## src/rtl/cmp_arb_pkg.sv

```systemverilog
// Shared types and funct3 encodings for the shared comparator arbiter.
package cmp_arb_pkg;

  localparam logic [2:0] F3_BEQ  = 3'b000;
  localparam logic [2:0] F3_BNE  = 3'b001;
  localparam logic [2:0] F3_BLT  = 3'b100;
  localparam logic [2:0] F3_BGE  = 3'b101;
  localparam logic [2:0] F3_BLTU = 3'b110;
  localparam logic [2:0] F3_BGEU = 3'b111;

  typedef enum logic [1:0] {IDLE, RSP_BR, RSP_SLT} state_t;
  typedef enum logic {REQ_BR, REQ_SLT} req_id_t;

  // funct3 values 010 and 011 are the only non-branch encodings.
  function automatic logic isBranchF3(input logic [2:0] f3);
    return f3[2] | ~f3[1];
  endfunction

endpackage

```

## src/rtl/cmp_core.sv

```systemverilog
// Combinational 32-bit equality / less-than comparator, signed or unsigned.
module cmp_core #(
  parameter int XLEN = 32
) (
  input  logic [XLEN-1:0] a,
  input  logic [XLEN-1:0] b,
  input  logic            isUnsigned,
  output logic            eq,
  output logic            lt
);

  // A signed compare only differs from unsigned when the sign bits differ;
  // then the operand with the sign bit set is the smaller one.
  always_comb begin
    eq = (a == b);
    if (!isUnsigned && (a[XLEN-1] != b[XLEN-1])) begin
      lt = a[XLEN-1];
    end else begin
      lt = (a < b);
    end
  end

endmodule

```

## src/rtl/cmp_share_arbiter.sv

```systemverilog
// Arbitrates one comparator between a branch-resolution requester and an
// SLT requester, returning registered results on per-requester channels.
//
// Handshake: a transfer happens on a rising edge where valid & ready are both
// high; the producer holds valid and payload stable until that edge, and a
// response holds rsp_valid and its data stable until rsp_ready is seen.
module cmp_share_arbiter
  import cmp_arb_pkg::*;
#(
  parameter int XLEN       = 32,
  parameter int FIXED_PRIO = 0
) (
  input  logic            i_clk,
  input  logic            i_rst,
  input  logic            i_br_valid,
  output logic            o_br_ready,
  input  logic [XLEN-1:0] i_br_rs1_data,
  input  logic [XLEN-1:0] i_br_rs2_data,
  input  logic [2:0]      i_br_funct3,
  output logic            o_br_rsp_valid,
  input  logic            i_br_rsp_ready,
  output logic            o_br_taken,
  output logic            o_br_illegal,
  input  logic            i_slt_valid,
  output logic            o_slt_ready,
  input  logic [XLEN-1:0] i_slt_a,
  input  logic [XLEN-1:0] i_slt_b,
  input  logic            i_slt_unsigned,
  output logic            o_slt_rsp_valid,
  input  logic            i_slt_rsp_ready,
  output logic [XLEN-1:0] o_slt_result,
  output state_t          o_dbg_state
);

  state_t          state;
  req_id_t         lastGrant;
  logic            grantBr;
  logic            grantSlt;
  logic            rspHs;
  logic            slotFree;
  logic            brAccept;
  logic            sltAccept;
  logic [XLEN-1:0] opA;
  logic [XLEN-1:0] opB;
  logic            opUnsigned;
  logic            cmpEq;
  logic            cmpLt;
  logic            takenNext;
  logic            illegalNext;

  assign o_dbg_state = state;

  // Grant: a lone requester wins; on a tie, round-robin or fixed branch priority.
  always_comb begin
    grantBr  = i_br_valid & (~i_slt_valid | (FIXED_PRIO != 0) | (lastGrant == REQ_SLT));
    grantSlt = i_slt_valid & ~grantBr;
  end

  // A new request may enter when nothing is outstanding or the outstanding
  // response is being consumed this cycle (back-to-back without a bubble).
  always_comb begin
    rspHs     = (o_br_rsp_valid & i_br_rsp_ready) | (o_slt_rsp_valid & i_slt_rsp_ready);
    slotFree  = (state == IDLE) | rspHs;
    o_br_ready  = grantBr & slotFree;
    o_slt_ready = grantSlt & slotFree;
    brAccept  = i_br_valid & o_br_ready;
    sltAccept = i_slt_valid & o_slt_ready;
  end

  // Steer the granted requester's operands into the single comparator.
  always_comb begin
    opA        = grantBr ? i_br_rs1_data  : i_slt_a;
    opB        = grantBr ? i_br_rs2_data  : i_slt_b;
    opUnsigned = grantBr ? i_br_funct3[1] : i_slt_unsigned;
  end

  cmp_core #(.XLEN(XLEN)) u_cmp_core (
    .a          (opA),
    .b          (opB),
    .isUnsigned (opUnsigned),
    .eq         (cmpEq),
    .lt         (cmpLt)
  );

  // Map funct3 onto the comparator outputs; non-branch encodings flag illegal.
  always_comb begin
    takenNext   = 1'b0;
    illegalNext = ~isBranchF3(i_br_funct3);
    case (i_br_funct3)
      F3_BEQ:           takenNext = cmpEq;
      F3_BNE:           takenNext = ~cmpEq;
      F3_BLT,  F3_BLTU: takenNext = cmpLt;
      F3_BGE,  F3_BGEU: takenNext = ~cmpLt;
      default:          takenNext = 1'b0;
    endcase
  end

  // FSM: capture results on accept, release the channel on response handshake.
  always_ff @(posedge i_clk or posedge i_rst) begin
    if (i_rst) begin
      state           <= IDLE;
      lastGrant       <= REQ_SLT;
      o_br_rsp_valid  <= 1'b0;
      o_slt_rsp_valid <= 1'b0;
      o_br_taken      <= 1'b0;
      o_br_illegal    <= 1'b0;
      o_slt_result    <= '0;
    end else if (brAccept) begin
      state           <= RSP_BR;
      lastGrant       <= REQ_BR;
      o_br_rsp_valid  <= 1'b1;
      o_slt_rsp_valid <= 1'b0;
      o_br_taken      <= takenNext;
      o_br_illegal    <= illegalNext;
    end else if (sltAccept) begin
      state           <= RSP_SLT;
      lastGrant       <= REQ_SLT;
      o_br_rsp_valid  <= 1'b0;
      o_slt_rsp_valid <= 1'b1;
      o_slt_result    <= {{(XLEN-1){1'b0}}, cmpLt};
    end else if (rspHs) begin
      state           <= IDLE;
      o_br_rsp_valid  <= 1'b0;
      o_slt_rsp_valid <= 1'b0;
    end
  end

endmodule

```

## config.mk

```make
export PLATFORM = sky130hd
export DESIGN_NAME = cmp_share_arbiter
export DESIGN_NICKNAME = d
export VERILOG_FILES = /design/src/rtl/cmp_arb_pkg.sv /design/src/rtl/cmp_core.sv /design/src/rtl/cmp_share_arbiter.sv
export SDC_FILE = /design/constraint.sdc
export NUM_CORES = 1
export LEC_CHECK = 0
export BUFFER_PORTS_ARGS = -buffer_cell sky130_fd_sc_hd__buf_2
export CAP_MARGIN = 40
export CELL_PAD_IN_SITES_DETAIL_PLACEMENT = 1
export CELL_PAD_IN_SITES_GLOBAL_PLACEMENT = 1
export CORE_UTILIZATION = 25
export CTS_BUF_LIST = sky130_fd_sc_hd__clkbuf_8
export CTS_CLUSTER_DIAMETER = 40
export DETAILED_ROUTE_END_ITERATION = 10
export PLACE_DENSITY = 0.87
export SLEW_MARGIN = 20
export SYNTH_ARGS = -nofsm -noshare
export SYNTH_HDL_FRONTEND = slang
export SYNTH_SLANG_ARGS = --single-unit
```

## constraint.sdc

```tcl
create_clock -name i_clk -period 3.47 [get_ports i_clk]
set_input_delay 0 -clock i_clk [delete_from_list [all_inputs] [get_ports i_clk]]
set_output_delay 0 -clock i_clk [all_outputs]
set_load 0.05 [all_outputs]
```

# [Yosys cells after proc, flatten, opt, wreduce, memory -nomap -nowiden]
# Index checks and enable logic that the tools add are counted.
# W data, S select, Z words.
[op_classes] n_mux=15 bitwise=19 reduce_logical=9 n_eq_ne=7 n_lt_le_gt_ge=1
[op_table] cell="$mux W32" count=2
[op_table] cell="$eq A32 B32 Y1" count=1
[op_table] cell="$lt A32 B32 Y1" count=1
[op_table] cell="$eq A3 B3 Y1 const B" count=4
[op_table] cell="$mux W1" count=9
[op_table] cell="$and A1 B1 Y1" count=8
[op_table] cell="$not A1 Y1" count=7
[op_table] cell="$mux W2" count=3
[op_table] cell="$or A1 B1 Y1" count=4
[op_table] cell="$pmux W1 S4" count=1
[op_table] cell="$reduce_or A2 Y1" count=2
[op_table] cell="$eq A3 B1 Y1 const B" count=1
[op_table] cell="$logic_not A3 Y1" count=1
[op_table] cell="$reduce_bool A3 Y1" count=1
[op_table] cell="$logic_not A2 Y1" count=1
[op_table] cell="$reduce_and A2 Y1" count=1
[op_table] cell="$reduce_bool A2 Y1" count=1
[op_table] cell="$logic_and A1 B1 Y1" count=1
[op_table] cell="$logic_not A1 Y1" count=1
[op_table] cell="$ne A1 B1 Y1" count=1
[totals] regBits=8 word_cells=58 in_bits=138 output_inout_bits=40

# [Longest topological paths before layout]
# Gate-level depths: netlist of the first run.
[logic_depth] depth_word=9 depth_mapped=13 depth_no_buf=11

# [Hierarchy]
# From an unflattened synthesis of the first run, not the netlist that was laid out.
[unflattened] hier_cells=259 hier_area_um2=2397.3
[modules_own_cells] module="cmp_share_arbiter" seq_area_each_um2=151.4 area_per_inst_um2=1580.3 instances=1 cells_each=142
[modules_own_cells] module="cmp_core" seq_area_each_um2=0.0 area_per_inst_um2=817.0 instances=1 cells_each=117

# [Least setup slack after synthesis of the first run]
# OpenSTA, ideal clock, no wires.
[synth_path] path_type="flip-flop to flip-flop" startpoint="register lastGrant" endpoint="register o_slt_result[0]" arrival_time_ns=2.839 n_path_buf=2 required_ns=3.345 period_less_slack_ns=2.964 stages_incl_launch_ff=12 setup_time_ns=0.125 setup_slack_ns=0.506 cell_sequence="dfstp_2 nor2b_1 nor2_1 buf_2 buf_2 mux2i_1 ha_1 nand4_2 or4_1 a31oi_1 nor2b_1 mux2_4"
[synth_between] elab_chain_len=7 elab_cells_between_ends=18 cone_classes="order compare (1); eq/ne (1); mux (4); bitwise (9); reduce/logical (3)"
[synth_rtl] element="start: declaration" line="cmp_share_arbiter.sv:36" source="req_id_t lastGrant;"
[synth_rtl] element="start signal: assignment" line="cmp_share_arbiter.sv:102" source="lastGrant <= REQ_SLT;"
[synth_rtl] element="start signal: assignment" line="cmp_share_arbiter.sv:110" source="lastGrant <= REQ_BR;"
[synth_rtl] element="start signal: assignment" line="cmp_share_arbiter.sv:117" source="lastGrant <= REQ_SLT;"
[synth_rtl] element="$or A1 B1 Y1 (*)" line="cmp_share_arbiter.sv:55" source="grantBr = i_br_valid & (~i_slt_valid | (FIXED_PRIO != 0) | (lastGrant == REQ_SLT));"
[synth_rtl] element="$and A1 B1 Y1 (*)" line="cmp_share_arbiter.sv:55"
[synth_rtl] element="parallel branches: the longest is 5 deep, another holds $lt A32 B32 Y1"
[synth_rtl] element="end signal: assignment" line="cmp_share_arbiter.sv:120" source="o_slt_result <= {{(XLEN-1){1'b0}}, cmpLt};"
[synth_rtl] element="end: declaration" line="cmp_share_arbiter.sv:31" source="output logic [XLEN-1:0] o_slt_result,"
# Mark *: on every way between the ends.
# A chain may end at the register's enable or synchronous reset.

# [Worst setup path in the final report of the first run]
[layout_path] startpoint="register lastGrant" endpoint="register o_br_taken"
[layout_between] elab_chain_len=8 elab_cells_between_ends=16 cone_classes="order compare (1); eq/ne (2); mux (5); bitwise (6); reduce/logical (2)"
[layout_rtl] element="$or A1 B1 Y1 (*)" line="cmp_share_arbiter.sv:55"
[layout_rtl] element="$and A1 B1 Y1 (*)" line="cmp_share_arbiter.sv:55"
[layout_rtl] element="parallel branches: the longest is 6 deep, another holds $lt A32 B32 Y1"
[layout_rtl] element="end signal: assignment" line="cmp_share_arbiter.sv:113" source="o_br_taken <= takenNext;"
[layout_rtl] element="end: declaration" line="cmp_share_arbiter.sv:22" source="output logic o_br_taken,"
# Marks and branches as above.

==> results of run 1 <==
-- flip-flops by register name, summed over array words and instances, names as in the netlist --
| signal | cells |
|---|---|
| lastGrant | 1 |
| o_br_illegal | 1 |
| o_br_taken | 1 |
| o_dbg_state | 1 |
| o_slt_result | 1 |
| o_slt_rsp_valid | 1 |
-- routing by layer --
metal	vias up	GRT usage (%)	wire, um
li1	1249	-	-
met1	1112	17.9	2710
met2	94	31.7	3720
met3	0	2.71	404
met4	0	0	0
met5	-	0	0
-- where the power goes --
part	total, mW	internal [mW]	switching [mW]	leakage (nW)
Clock	0.106	0.0760	0.0303	0.0269
Combinational	0.880	0.322	0.558	1.59
Sequential	0.133	0.105	0.0283	0.0730
Total	1.12	0.503	0.616	1.69
-- path summary, 6_finish.rpt --
kind / end / slack (ns) / cells after the start
worst max register to register: o_br_taken / 0.45 / 11
worst min-delay path: lastGrant / 0.03 / 2
worst max-delay path: o_br_taken / 0.45 / 11
worst min register to register: o_br_illegal / 0.48 / 2
max in group asynchronous: lastGrant / 2.98 / 3
min in group asynchronous: o_br_illegal / 0.23 / 3
-- worst max-delay path, cell delays in order (launching register included) --
cell and delay [ns]:
dfstp_2 0.54, nor2b_1 0.09, nor2_4 0.15, buf_12 0.23, mux2i_1 0.25, ha_1 0.29, nand4_1 0.15, nor3_1 0.11
a21boi_0 0.14, o41ai_1 0.40, or4b_1 0.47, o211ai_1 0.10
-- what timing repair did --
item,4_1_cts,5_1_grt
hold buffers,1,0
resized for setup,0,0
hold endpoints to repair,6,0
-- placed cells by master (no fill, tap or decap), types with 3 or more instances in the layout --
cell and instances:
nor2b_1 4, dfrtp_1 5, mux2i_1 32, a21oi_1 19, nand2b_1 3, nand4_1 6
buf_2 146, nor2_1 3, nand3_1 4, conb_1 31, ha_1 32, nand2_1 104
a31oi_1 3, inv_1 4, clkbuf_8 3, o21ai_0 7
-- through the flow --
stage          hold slack (ns)  utilization [%]  power [mW]  cell area, sq um  worst slack [ns]
4_1_cts                 0.0269             36.3        1.14              2840             0.432
6_report                0.0269             36.3        1.12              2840             0.454
2_1_floorplan           -0.210                -       0.797              2150             0.506
3_3_place_gp           -0.0778             35.6       0.988              2780             0.564
5_1_grt                 0.0364             36.3        1.23              2840             0.231
3_5_place_dp           -0.0777             35.6        1.02              2780             0.458
-- kinds of logic after synthesis --
logic type,Yosys count
and+or+nand+nor,135
buffers and inverters,46
AOI/OAI and AO/OA,42
muxes,33
adders and majority gates,32
DFF,6
other,1
xor gates and xnor gates,1
-- final cells by class --
class                           count  area [sq um]
Fill cell                        1086          4970
Clock inverter                      1          3.75
Clock buffer                        3          41.3
Sequential cell                     6           151
Tap cell                          102           128
Timing Repair Buffer              151           796
Inverter                            3          11.3
Multi-Input combinational cell    274          1710
==> flow_summary_export.csv, run 1 <==
group,metric,value,unit
synth,ys_seq_area_share,7.43,%
synth,yosysTopAreaCell,"ha_1",
hold_path,hold_path.startpoint,"i_br_valid",
sta,fin_crit,3.02,ns
clock_network,htree_levels,1,
synth,yosys-top-cells-area,"ha_1 20%, nand2_1 19%, mux2i_1 16%",
clock_network,post_cts.repair.setup_buffers,0,
clock_network,cts_root_buf,"clkbuf_8",
synth,syn_area,2040,sq um
sta,timing.final.crit_share,86.9,%
place,dp_hpwl,6200,um
critical_path,end_kind,"flip-flop",
die,die_w,92.3,um
critical_path,cp-startpoint,"lastGrant",
synth,synth_compound_area_share,12.5,%
pwr,peakVddDrop,0.152,mV
synth,yosysTopAreaCellShare,19.6,%
synth,muxShareOfSynthArea,16.5,%
run,maxCapViolations,0,
critical_path,worstPathArrival,3.15,ns
synth,syn_inst,296,
synth,synth_cell_types,39,
final_layout,final_nets,609,
synth,netlist_top_cells_count,"104 x nand2_1, 33 x buf_4, 32 x ha_1, 32 x mux2i_1, 19 x a21oi_1",
global_route,antenna_found_initial,0,
clock_network,cts.sinks,6,
global_route,grt_pass1_vias,2479,
detailed_routing,viasPerCell,4.55,
detailed_routing,drtPass1Iterations,4,
critical_path,critPathMaxFanout,35,
clock_network,cts_buffers,3,
synth,synth_simple_gate_area_share,28.6,%
synth,synth_edf_count,0,
synth,synthAdderAreaFrac,19.6,%
final_layout,n_antenna_cell,0,
die,rows,32,
global_route,grt_overflow_total,0,
sta,setup-tns-final,0,ns
detailed_routing,wl_per_cell,12.7,um
sta,fmax,0.332,GHz
critical_path,rr_startpoint,"lastGrant",
global_route,grt_pass1_wl,10900,um
clock_network,clock_path_buffers,2,
synth,yosysWarnings,0,
die,die-area,8520,sq um
pwr,p_leak,1.69,nW
synth,async_flop_share,100,%
critical_path,crit_type,"flip-flop to flip-flop",
clock_network,cts_tree,"done",
die,io_pins,178,
detailed_routing,dr_total_vias,2455,
synth,synth_seq_cells,6,
sta,setup_viol,0,
die,die_h,92.3,um
detailed_routing,drt_iter0_drc,32,
clock_network,clk_latency,0.22,ns
final_layout,syn2layout_area_growth,39.2,%
final_layout,drive_gt1_share,36.5,%
final_layout,final_cells,540,
sta,hold_viol,0,
die,coreArea,7810,sq um
synth,ys.flop_type,"dfrtp_1",
sta,finalClockSkew,0.00677,ns
die,start_util,26.1,%
place,portBuffers,146,
detailed_routing,ant_nets,0,
sta,rsz0062_at_grt,"no",
critical_path,start_kind,"flip-flop",
detailed_routing,routed_wirelength,6840,um
critical_path,required,3.60,ns
synth,synth.avg_cell_area,6.89,sq um
place,place_congestion,0.771,
status,outcome,"complete, no violations",
synth,synth_xor_area_share,0.430,%
sta,slew_viol_final,0,
synth,synth_top_family_by_area,"simple AND/OR/NAND/NOR gates",
place,post-place-cells,535,
pwr,p_per_area,395,nW/um^2
hold_path,hp-class,"input port to flip-flop",
global_route,grt_max_degree,36,
synth,yosysMostFrequentCell,"nand2_1",
detailed_routing,drcViolationCount,0,
global_route,grt.total_usage,15.7,%
clock_network,clkTransAtPathRegs,0.03,ns
No activity file was read; power rests on OpenSTA's default activity.
==> run 2, diff against run 1 <==
--- a/config.mk
+++ b/config.mk
@@ -9,6 +9,7 @@
 export CAP_MARGIN = 40
 export CELL_PAD_IN_SITES_DETAIL_PLACEMENT = 1
 export CELL_PAD_IN_SITES_GLOBAL_PLACEMENT = 1
+export CORE_ASPECT_RATIO = 1.5
 export CORE_UTILIZATION = 25
 export CTS_BUF_LIST = sky130_fd_sc_hd__clkbuf_8
 export CTS_CLUSTER_DIAMETER = 40
==> flow_summary_export.csv, run 2 (synthesis results as in run 1) <==
group,metric,value,unit
status,outcome,"complete, no violations",
hold_path,hp-class,"input port to flip-flop",
run,maxCapViolations,0,
die,rows,40,
clock_network,cts_buffers,3,
sta,timing.final.crit_share,89.0,%
critical_path,critPathMaxFanout,23,
critical_path,crit_chain,"nor2b_1 > nor2_4 > buf_4 > mux2i_1 > ha_1 > nand4_1 > nor3_1 > a21boi_0 > o41ai_1 > or4b_1 > o211ai_1",
critical_path,required,3.61,ns
detailed_routing,drcViolationCount,0,
clock_network,cts_root_buf,"clkbuf_8",
detailed_routing,viasPerCell,4.59,
clock_network,htree_levels,1,
clock_network,cts.sinks,6,
sta,fmax,0.324,GHz
pwr,peakVddDrop,0.229,mV
clock_network,clk_latency,0.23,ns
critical_path,cpMaxStageDelayCell,"dfstp_2",
die,coreArea,7960,sq um
clock_network,clock_path_buffers,2,
sta,fin_crit,3.09,ns
final_layout,nFillCells,1080,
die,die_w,75.7,um
sta,rsz0062_at_grt,"no",
final_layout,syn2layout_area_growth,38.7,%
final_layout,finish.utilization,35.5,%
clock_network,cts_tree,"done",
sta,max_slew_margin,67.1,%
detailed_routing,drt_iter0_drc,65,
detailed_routing,dr_total_vias,2494,
clock_network,clkTransAtPathRegs,0.04,ns
global_route,grt_pass1_wl,11500,um
sta,whs,0.00700,ns
global_route,grt_pass1_vias,2618,
place,dp_hpwl,6510,um
die,io_pins,178,
global_route,grt.total_usage,17.2,%
critical_path,start_kind,"flip-flop",
place,place_congestion,0.740,
place,portBuffers,146,
final_layout,final_cell_mix,"146 x buf_2, 104 x nand2_1, 32 x mux2i_1, 32 x ha_1, 31 x conb_1",
die,die_h,113,um
detailed_routing,ant_nets,0,
critical_path,critical-path-max-stage-delay,0.54,ns
global_route,antenna_found_initial,0,
global_route,grt_overflow_total,0,
detailed_routing,wl_per_cell,13.3,um
sta,setup-tns-final,0,ns
final_layout,drive_gt1_share,36.5,%
die,start_util,25.6,%
detailed_routing,routed_wirelength,7220,um
sta,slew_viol_final,0,
sta,finalClockSkew,0.00208,ns
die,die-area,8530,sq um
critical_path,crit_type,"flip-flop to flip-flop",
final_layout,final_nets,609,
pwr,p_per_area,399,nW/um^2
final_layout,n_antenna_cell,0,
sta,setup_viol,0,
sta,hold_viol,0,
clock_network,ctsResizeCount,0,
pwr,p_leak,1.68,nW
detailed_routing,drtPass1Iterations,4,
sta,worstMarginPinSlew,0.489,ns
critical_path,worstPathArrival,3.23,ns
global_route,grt_max_degree,45,
critical_path,end_kind,"flip-flop",
final_layout,mostFrequentLayoutCell,"buf_2",
run 2: timing repair:
item                       4_1_cts  5_1_grt
hold endpoints to repair         6        0
hold buffers                     1        0
buffers inserted                 0        0
setup endpoints to repair        0        0
run 2: cell type report:
class / instances / area (sq um) / share of cell area [%]
clock buffers: 3 / 41.3 / 1.46
clock inverters: 1 / 3.75 / 0.133
inverters: 3 / 11.3 / 0.398
multi-input cells: 274 / 1710 / 60.3
flip-flops and latches: 6 / 151 / 5.35
well taps: 105 / 131 / 4.65
repair buffers: 151 / 783 / 27.7
run 2: power breakdown:
part	total [mW]	internal, mW	switching (mW)
clock	0.112	0.0765	0.0357
sequential	0.131	0.105	0.0259
combinational	0.886	0.318	0.568
total	1.13	0.500	0.629
run 2: critical path: cells and delay by family (launching register included):
kind	cells	cell delay (ns)
adder cells (fa/ha/maj)	1	0.31
AO/OA/AOI/OAI	3	0.66
buffers and inverters	1	0.31
multiplexers	1	0.30
flip-flops	1	0.54
AND/OR/NAND/NOR	5	0.87
run 2: metal layers:
metal	vias to the layer above	part of all wire, %	global-route usage, %
met1	1128	35	17.5
met5	-	0	0
met2	107	57	35.0
met4	0	2.1	3.70
li1	1248	-	-
met3	11	5.9	1.97
run 2: worst paths after layout:
check                             start            to  slack, ns  depth (start not counted)
setup / recovery              lastGrant    o_br_taken       0.38                         11
hold / removal               i_br_valid     lastGrant      0.007                          2
setup reg to reg              lastGrant    o_br_taken       0.38                         11
hold reg to reg            o_br_illegal  o_br_illegal       0.49                          2
max in group asynchronous         i_rst     lastGrant       2.96                          3
min in group asynchronous         i_rst    o_br_taken       0.24                          3
run 2: metrics by stage:
stage / total power [mW] / cell area (sq um) / setup slack (ns) / std cells
CTS: 1.14 / 2830 / 0.350 / 543
global route: 1.24 / 2830 / 0.114 / 543
floorplan: 0.797 / 2150 / 0.506 / 326
detailed placement: 1.02 / 2770 / 0.373 / 538
finish: 1.13 / 2830 / 0.383 / 543
global placement: 0.984 / 2770 / 0.502 / 538
==> run 3, diff against run 2 <==
--- a/config.mk
+++ b/config.mk
@@ -14,6 +14,7 @@
 export CTS_BUF_LIST = sky130_fd_sc_hd__clkbuf_8
 export CTS_CLUSTER_DIAMETER = 40
 export DETAILED_ROUTE_END_ITERATION = 10
+export GPL_TIMING_DRIVEN = 0
 export PLACE_DENSITY = 0.87
 export SLEW_MARGIN = 20
 export SYNTH_ARGS = -nofsm -noshare
==> flow_summary_export.csv, run 3 (synthesis results as in run 1) <==
group,metric,value,unit
die,rows,40,
clock_network,cts_root_buf,"clkbuf_8",
global_route,grt_overflow_total,0,
critical_path,crit_chain,"nand2b_1 > nand2_1 > clkbuf_1 > nand2_1 > nand2_1 > ha_1 > nand4_1 > nor3_1 > a21boi_1 > o41ai_2 > nor2b_1 > mux2_4",
critical_path,cpMaxStageDelayCell,"dfstp_2",
detailed_routing,drcViolationCount,0,
critical_path,cpMostUsedCell,"nand2_1",
final_layout,nFillCells,1082,
hold_path,hp-class,"input port to flip-flop",
detailed_routing,routed_wirelength,7890,um
place,place_congestion,0.773,
final_layout,drive_gt1_share,41.5,%
critical_path,start_kind,"flip-flop",
sta,fmax,0.305,GHz
place,dp_hpwl,6950,um
critical_path,crit_buf_inv,1,
pwr,p_leak,1.88,nW
pwr,intPower,0.529,mW
clock_network,cts.sinks,6,
clock_network,htree_levels,1,
sta,hold_viol,0,
sta,setup_viol,0,
place,post-place-cells,577,
critical_path,critical-path-max-stage-delay,0.54,ns
final_layout,final_cells,582,
detailed_routing,drtPass1Iterations,4,
clock_network,cts_buffers,3,
critical_path,required,3.58,ns
clock_network,clock_path_buffers,2,
clock_network,clk_latency,0.22,ns
detailed_routing,viasPerCell,4.55,
final_layout,n_antenna_cell,0,
pwr,p_switching,0.641,mW
pwr,finalPower,1.17,mW
global_route,antenna_found_initial,0,
critical_path,worstPathArrival,3.38,ns
sta,finalClockSkew,0.00389,ns
sta,rsz0062_at_grt,"no",
sta,fin_crit,3.28,ns
status,outcome,"complete, no violations",
sta,timing.final.crit_share,94.4,%
die,coreArea,7960,sq um
clock_network,cts_tree,"done",
pwr,p_clk_share,9.2,%
global_route,grt_pass1_wl,12300,um
detailed_routing,wl_per_cell,13.6,um
die,io_pins,178,
pwr,peakVddDrop,0.307,mV
place,place_area,3010,sq um
sta,max_slew_margin,64.9,%
pwr,p_per_area,379,nW/um^2
detailed_routing,drt_iter0_drc,44,
global_route,grt.total_usage,18.5,%
global_route,grt_pass1_vias,2785,
pwr,power_frac_seq,11.2,%
final_layout,syn2layout_area_growth,51.5,%
critical_path,critical-path-top-delay-family,"simple AND/OR/NAND/NOR gates",
detailed_routing,dr_total_vias,2650,
place,portBuffers,146,
run,maxCapViolations,0,
critical_path,crit_type,"flip-flop to flip-flop",
pwr,p_comb_share,79.6,%
die,die-area,8530,sq um
final_layout,final_cell_area,3090,sq um
final_layout,final_cell_mix,"148 x buf_2, 104 x nand2_1, 35 x buf_4, 32 x mux2i_1, 32 x ha_1",
detailed_routing,ant_nets,0,
clock_network,clkTransAtPathRegs,0.04,ns
critical_path,rrSetupSlack,0.19,ns
critical_path,end_kind,"flip-flop",
sta,slew_viol_final,0,
die,die_w,75.7,um
global_route,grt_max_degree,11,
final_layout,final_nets,648,
final_layout,mostFrequentLayoutCell,"buf_2",
pwr,swShare,54.8,%
sta,worstMarginPinSlew,0.527,ns
die,start_util,25.6,%
die,die_h,113,um
critical_path,critPathMaxFanout,10,
==> run 3: stage by stage <==
step | setup WS, ns | utilization, % | setup TNS [ns] | hold slack, ns
6_report | 0.194 | 38.8 | 0 | 0.0216
5_1_grt | 0.00606 | 38.8 | 0 | 0.0416
4_1_cts | 0.0186 | 38.8 | 0 | 0.0147
3_5_place_dp | -0.328 | 37.9 | -0.530 | -0.0795
3_3_place_gp | -0.290 | 37.9 | -0.472 | -0.0846
2_1_floorplan | 0.506 | - | 0 | -0.210
==> run 3: final timing paths <==
path	startpoint	to	depth (start not counted)
max in group asynchronous	i_rst	lastGrant	3
max reg2reg	lastGrant	o_slt_result[0]	12
max	lastGrant	o_slt_result[0]	12
min	i_br_valid	lastGrant	2
min reg2reg	o_br_illegal	o_br_illegal	2
min in group asynchronous	i_rst	o_slt_result[0]	3
==> run 3: power by group through the flow <==
stage / logic [mW] / clock network [mW] / registers, mW
after floorplan: 0.586 / 0 / 0.211
after global placement: 0.893 / 0 / 0.128
after detailed placement: 0.927 / 0 / 0.130
after CTS: 0.938 / 0.111 / 0.131
after global routing: 1.04 / 0.116 / 0.136
final: 0.930 / 0.108 / 0.131
==> run 3: area by class of cell <==
type | instances | area [sq um] | share of cell area [%]
Sequential cell | 6 | 151 | 4.90
Tap cell | 105 | 131 | 4.25
Clock inverter | 1 | 3.75 | 0.122
Inverter | 3 | 11.3 | 0.365
Multi-Input combinational cell | 274 | 1710 | 55.3
Buffer | 43 | 300 | 9.72
Timing Repair Buffer | 147 | 741 | 24.0
Clock buffer | 3 | 41.3 | 1.34
==> run 3: per-layer routing <==
| layer | routed length, um | GRT usage, % |
|---|---|---|
| met1 | 2740 | 19.4 |
| met2 | 4590 | 37.9 |
| met3 | 450 | 1.53 |
| met4 | 102 | 3.21 |
| met5 | 0 | 0 |
==> run 3: what timing repair did <==
action | CTS | global route
cloned | 0 | 0
endpoints found under the setup margin | 2 | 2
resized for setup | 6 | 4
setup buffers | 0 | 0
endpoints found under the hold margin | 6 | 0
hold buffers | 1 | 0
==> run 3: worst reg2reg max path, cell delays in order (launching register included) <==
cell and delay [ns]:
dfstp_2 0.54, nand2b_1 0.18, nand2_1 0.20, clkbuf_1 0.32, nand2_1 0.15, nand2_1 0.07, ha_1 0.31, nand4_1 0.16
nor3_1 0.37, a21boi_1 0.28, o41ai_2 0.13, nor2b_1 0.19, mux2_4 0.26
